===== src/rtl/instr_encoder.sv =====
// instr_encoder: packs RV32I instruction fields into 32-bit words and streams them to a stallable
// instruction-memory write port. Define IMM_CHECK_EN to reject immediates that overflow their field.
module instr_encoder #(
   parameter int unsigned ADDR_WIDTH = 12
) (
   input  logic                  clk,
   input  logic                  rst,
   input  logic                  flush,
   input  logic                  in_valid,
   output logic                  in_ready,
   input  logic [6:0]            in_op,
   input  logic [4:0]            in_rd,
   input  logic [4:0]            in_rs1,
   input  logic [4:0]            in_rs2,
   input  logic [2:0]            in_funct3,
   input  logic [6:0]            in_funct7,
   input  logic [31:0]           in_imm,
   output logic                  mem_we,
   output logic [ADDR_WIDTH-1:0] mem_addr,
   output logic [31:0]           mem_wdata,
   input  logic                  mem_ready,
   output logic                  full,
   output logic                  err
);

   typedef enum logic [6:0] {
      OpLoad   = 7'h03,
      OpImm    = 7'h13,
      OpAuipc  = 7'h17,
      OpStore  = 7'h23,
      OpReg    = 7'h33,
      OpLui    = 7'h37,
      OpBranch = 7'h63,
      OpJalr   = 7'h67,
      OpJal    = 7'h6f
   } opcode_e;

   localparam logic [31:0]           NopWord  = 32'h0000_0013;
   localparam logic [ADDR_WIDTH-1:0] AddrStep = ADDR_WIDTH'(4);
   localparam logic [ADDR_WIDTH-1:0] LastAddr = {{(ADDR_WIDTH-2){1'b1}}, 2'b00};

   logic                  we_q, we_d;
   logic [ADDR_WIDTH-1:0] addr_q, addr_d;
   logic [31:0]           wdata_q, wdata_d;
   logic                  full_q, full_d;
   logic                  err_q, err_d;

   logic        accept;
   logic        handshake;
   logic        shift_op;
   logic        op_ok;
   logic        imm_ok;
   logic [31:0] enc_raw;
   logic [31:0] enc_word;
   logic        enc_err;

   assign in_ready  = !full_q && !flush && (!we_q || mem_ready);
   assign accept    = in_valid && in_ready;
   assign handshake = we_q && mem_ready;

   // slli/srli/srai carry funct7 in the upper immediate bits
   assign shift_op = (in_funct3 == 3'b001) || (in_funct3 == 3'b101);

   // Field packing; op_ok drops for opcodes outside RV32I base.
   always_comb begin
      enc_raw = NopWord;
      op_ok   = 1'b1;
      case (in_op)
         OpReg: begin
            enc_raw = {in_funct7, in_rs2, in_rs1, in_funct3, in_rd, in_op};
         end
         OpLoad, OpJalr: begin
            enc_raw = {in_imm[11:0], in_rs1, in_funct3, in_rd, in_op};
         end
         OpImm: begin
            if (shift_op) begin
               enc_raw = {in_funct7, in_imm[4:0], in_rs1, in_funct3, in_rd, in_op};
            end else begin
               enc_raw = {in_imm[11:0], in_rs1, in_funct3, in_rd, in_op};
            end
         end
         OpStore: begin
            enc_raw = {in_imm[11:5], in_rs2, in_rs1, in_funct3, in_imm[4:0], in_op};
         end
         OpBranch: begin
            enc_raw = {in_imm[12], in_imm[10:5], in_rs2, in_rs1, in_funct3,
                       in_imm[4:1], in_imm[11], in_op};
         end
         OpAuipc, OpLui: begin
            enc_raw = {in_imm[31:12], in_rd, in_op};
         end
         OpJal: begin
            enc_raw = {in_imm[20], in_imm[10:1], in_imm[11], in_imm[19:12], in_rd, in_op};
         end
         default: begin
            enc_raw = NopWord;
            op_ok   = 1'b0;
         end
      endcase
   end

`ifdef IMM_CHECK_EN
   // True when imm[31:msb] are all copies of one bit, i.e. imm fits a signed (msb+1)-bit field.
   function automatic logic sext_fits(input logic [31:0] imm, input int unsigned msb);
      logic [31:0] mask;
      mask = 32'hffff_ffff << msb;
      return ((imm & mask) == mask) || ((imm & mask) == 32'h0);
   endfunction

   always_comb begin
      imm_ok = 1'b1;
      case (in_op)
         OpLoad, OpJalr, OpStore: imm_ok = sext_fits(in_imm, 11);
         OpImm:                   imm_ok = shift_op ? (in_imm[31:5] == '0) : sext_fits(in_imm, 11);
         OpBranch:                imm_ok = !in_imm[0] && sext_fits(in_imm, 12);
         OpJal:                   imm_ok = !in_imm[0] && sext_fits(in_imm, 20);
         OpAuipc, OpLui:          imm_ok = (in_imm[11:0] == 12'h000);
         default:                 imm_ok = 1'b1;
      endcase
   end
`else
   assign imm_ok = 1'b1;
`endif

   assign enc_err  = !(op_ok && imm_ok);
   assign enc_word = enc_err ? NopWord : enc_raw;

   // Flush outranks both accept and handshake; a same-cycle accept re-arms mem_we after a write.
   always_comb begin
      we_d    = we_q;
      addr_d  = addr_q;
      wdata_d = wdata_q;
      full_d  = full_q;
      err_d   = err_q;
      if (flush) begin
         we_d    = 1'b0;
         addr_d  = '0;
         wdata_d = '0;
         full_d  = 1'b0;
         err_d   = 1'b0;
      end else begin
         if (handshake) begin
            we_d   = 1'b0;
            addr_d = addr_q + AddrStep;
            if (addr_q == LastAddr) begin
               full_d = 1'b1;
            end
         end
         if (accept) begin
            we_d    = 1'b1;
            wdata_d = enc_word;
            if (enc_err) begin
               err_d = 1'b1;
            end
         end
      end
   end

   always_ff @(posedge clk or posedge rst) begin
      if (rst) begin
         we_q    <= 1'b0;
         addr_q  <= '0;
         wdata_q <= '0;
         full_q  <= 1'b0;
         err_q   <= 1'b0;
      end else begin
         we_q    <= we_d;
         addr_q  <= addr_d;
         wdata_q <= wdata_d;
         full_q  <= full_d;
         err_q   <= err_d;
      end
   end

   assign mem_we    = we_q;
   assign mem_addr  = addr_q;
   assign mem_wdata = wdata_q;
   assign full      = full_q;
   assign err       = err_q;

   a_word_aligned: assert property (@(posedge clk) disable iff (rst) mem_addr[1:0] == 2'b00);
   a_full_blocks: assert property (@(posedge clk) disable iff (rst) full |-> !in_ready);
   a_stall_stable: assert property (@(posedge clk) disable iff (rst)
      (mem_we && !mem_ready && !flush) |=> (mem_we && $stable(mem_wdata) && $stable(mem_addr)));

endmodule


===== config.mk =====
export PLATFORM = sky130hd
export DESIGN_NAME = instr_encoder
export DESIGN_NICKNAME = d
export VERILOG_FILES = /design/src/rtl/instr_encoder.sv
export SDC_FILE = /design/constraint.sdc
export NUM_CORES = 1
export LEC_CHECK = 0
export ABC_AREA = 1
export CORE_AREA = 5 5 87 89
export CTS_CLUSTER_SIZE = 24
export DETAILED_ROUTE_END_ITERATION = 16
export DIE_AREA = 0 0 92 94
export HOLD_SLACK_MARGIN = 0.02
export PLACE_DENSITY = 0.85
export SYNTH_ARGS = -nofsm -noshare
export SYNTH_HDL_FRONTEND = slang
export SYNTH_SLANG_ARGS = --single-unit
export TNS_END_PERCENT = 20

===== constraint.sdc =====
create_clock -name clk -period 3.35 [get_ports clk]
set_input_delay 0.67 -clock clk [delete_from_list [all_inputs] [get_ports clk]]
set_output_delay 0.67 -clock clk [all_outputs]
set_load 0.005 [all_outputs]

==> reports/metrics.cfg <==
[status]
status = finished, final reports clean

[drt]
wl_mm = 9.72
vias_per_cell = 5.39
drt_first_pass_iters = 5
drtIter0Drc = 204
avgRoutedWirePerCell_um = 14.5
ant_nets = 0
vias = 3605
drc = 0

[placement]
dpl_cell_area_um2 = 4300
place_congestion = 0.892
portBuffers = 114
dp_hpwl_mm = 7.23

[synth]
ys_async_sr_fraction_pct = 100
synth_compound_area_share_pct = 6.27
synth_top_area_share_pct = 35.5
avgSynthCellArea_um2 = 6.56
syn_area_um2 = 3170
synth_flop_cell = dfrtp_1
synthMuxAreaShare_pct = 0
yosysSeqAreaShare_pct = 35.5
synth_xor_area_share_pct = 0.276
yosys-top-cells-area = dfrtp_1 35%, nand2_1 23%, nand3_1 11%, nor2_1 5.0%, a21oi_1 3.0%
synth_top_family_by_area = simple AND/OR/NAND/NOR gates
ys_types = 32
synth_area_leader_cell = dfrtp_1
synth_edf_count = 0
yosys_warnings = 0
syn_inst = 484
synthAdderAreaFrac_pct = 0.789
ys_ff_latch = 45
yosys.area_share.simple_pct = 48.7

[clock_network]
cts_tree = done
hold_buffers = 0
cts_setup_buffers = 0
path_clk_slew_ns = 0.08
h-tree-depth = 2
clock_sinks = 45
cts-buffers-inserted = 5
insertion_delay_ns = 0.30
cts_root_buffer = clkbuf_8
clockBufferDepth = 2
cts_resized = 0

[layout]
antenna_cells = 0
drive_gt1_share_pct = 8.66
fillers = 589
multi_input_area_um2 = 1790
layout.nets = 660
finish.utilization_pct = 65.9
layout_commonest_cell = nand2_1
final_cell_area_um2 = 4410
seqCellArea_um2 = 1130
syn2layout_area_growth_pct = 38.8
final_cell_mix = 195 x nand2_1, 114 x clkdlybuf4s50_1, 67 x nand3_1, 45 x dfrtp_1, 42 x nor2_1

[critical_path]
path_max_fanout = 3
cp_cell_sequence = clkdlybuf4s50_1 -> inv_1 -> nand2_1 -> nand2_1 -> nor2_1 -> clkdlybuf4s50_1
max_stage_delay_ns = 0.53
cpMaxStageDelayCell = clkdlybuf4s50_1
crit_arrival_ns = 2.02
crit_type = primary input to output pin
cp_data_required_time_ns = 2.68
cp-end-kind = output pin
startpoint_type = primary input

[timing]
final-setup-viol-count = 0
worst_pin_slew_ns = 0.959
fmax_ghz = 0.371
slew_headroom_pct = 36.0
post-route-period-util_pct = 80.4
whs_ns = 0.490
rsz0062_at_grt = no
hold_viol = 0
slew_viol_final = 0
setup_tns_ns = 0
skew_ns = 0.00574
period_needed_ns = 2.69

[global_routing]
grt_pass1_wl_mm = 15.7
antenna_found_initial = 0
grt.total_usage_pct = 22.3
grt_pass1_vias = 3419
grt_overflow_total = 0
grt_start_max_net_pins = 46

[pwr]
power.density_nw_per_um2 = 269
switching_power_uw = 309
p_seq_share_pct = 46.9
clock_power_share_pct = 33.9
p_leak_uw = 0.00227
combPwrFrac_pct = 19.2
power.internal_uw = 877
p_sw_share_pct = 26.1
ir_drop_v = 0.000144

[min_path]
hp-class = flip-flop to flip-flop

[floorplanning]
fp.dieH_um = 94
die_area_um2 = 8650
start_util_pct = 47.5
die_w_um = 92
rows = 30
io_pins = 117
coreArea_um2 = 6680

[run]
max-cap-violations = 0

## stage by stage
step	cells	power (µW)	worst slack, ns
floorplan	485	661	1.58
global placement	662	786	0.640
detailed placement	662	793	0.568
CTS	669	1200	0.645
global route	669	1230	0.595
finish	669	1190	0.658
## Yosys cell counts, types with 2 or more instances
cell	instances
o21ai_0	15
nor2_1	42
nand4_1	4
dfrtp_1	45
buf_2	12
a21oi_1	19
ha_1	2
nor2_2	3
nand2_1	195
nand2_2	15
nand3_1	67
nor3_1	2
buf_6	3
inv_1	25
nand3_2	3
inv_2	9
nor2_4	6
buf_4	3
## path summary, 6_finish.rpt
path	from	endpoint	slack [ns]	cells after the start
max reg2reg	mem_we	mem_wdata[2]	1.75	5
min reg2reg	mem_wdata[7]	mem_wdata[7]	0.49	2
min in group asynchronous	rst	mem_wdata[17]	0.91	2
max in group asynchronous	rst	mem_addr[2]	1.85	2
max	mem_ready	in_ready	0.66	6
min	mem_wdata[7]	mem_wdata[7]	0.49	2
## worst max-delay path, delay by kind of cell
kind / cells / cell delay (ns)
and+or+nand+nor: 3 / 0.30
buffers and inverters: 3 / 1.05
## routing by layer
metal	routed length (µm)	global-route usage, %	vias up
met3	1010	4.89	24
met4	187	7.80	0
met1	3890	27.2	1631
met2	4630	38.8	203
met5	0	0	-
li1	-	-	1747
## cell families after synthesis
| family | after synthesis |
|---|---|
| XOR/XNOR | 1 |
| buffers and inverters | 54 |
| flip-flops | 45 |
| other | 1 |
| AND/OR/NAND/NOR | 343 |
| AO/OA/AOI/OAI | 38 |
| adder cells (fa/ha/maj) | 2 |
## flip-flops by register name, summed over array words and instances (netlist names)
name,count
err,1
full,1
mem_addr,10
mem_wdata,32
mem_we,1
## final cells by class
| class | instances | share of cell area [%] |
|---|---|---|
| multi-input cells | 386 | 40.5 |
| clock buffers | 5 | 1.56 |
| inverters | 35 | 3.04 |
| well taps | 80 | 2.27 |
| clock inverters | 2 | 0.795 |
| repair buffers | 116 | 26.2 |
| flip-flops and latches | 45 | 25.6 |
## power groups by stage
| stage | Clock, µW | Combinational [µW] | Sequential, µW |
|---|---|---|---|
| after floorplan | 0 | 94.3 | 567 |
| after global placement | 0 | 219 | 567 |
| final | 402 | 227 | 556 |
| after global routing | 430 | 246 | 557 |
| after detailed placement | 0 | 226 | 567 |
| after CTS | 412 | 226 | 557 |
(Power assumes the default switching activity.)
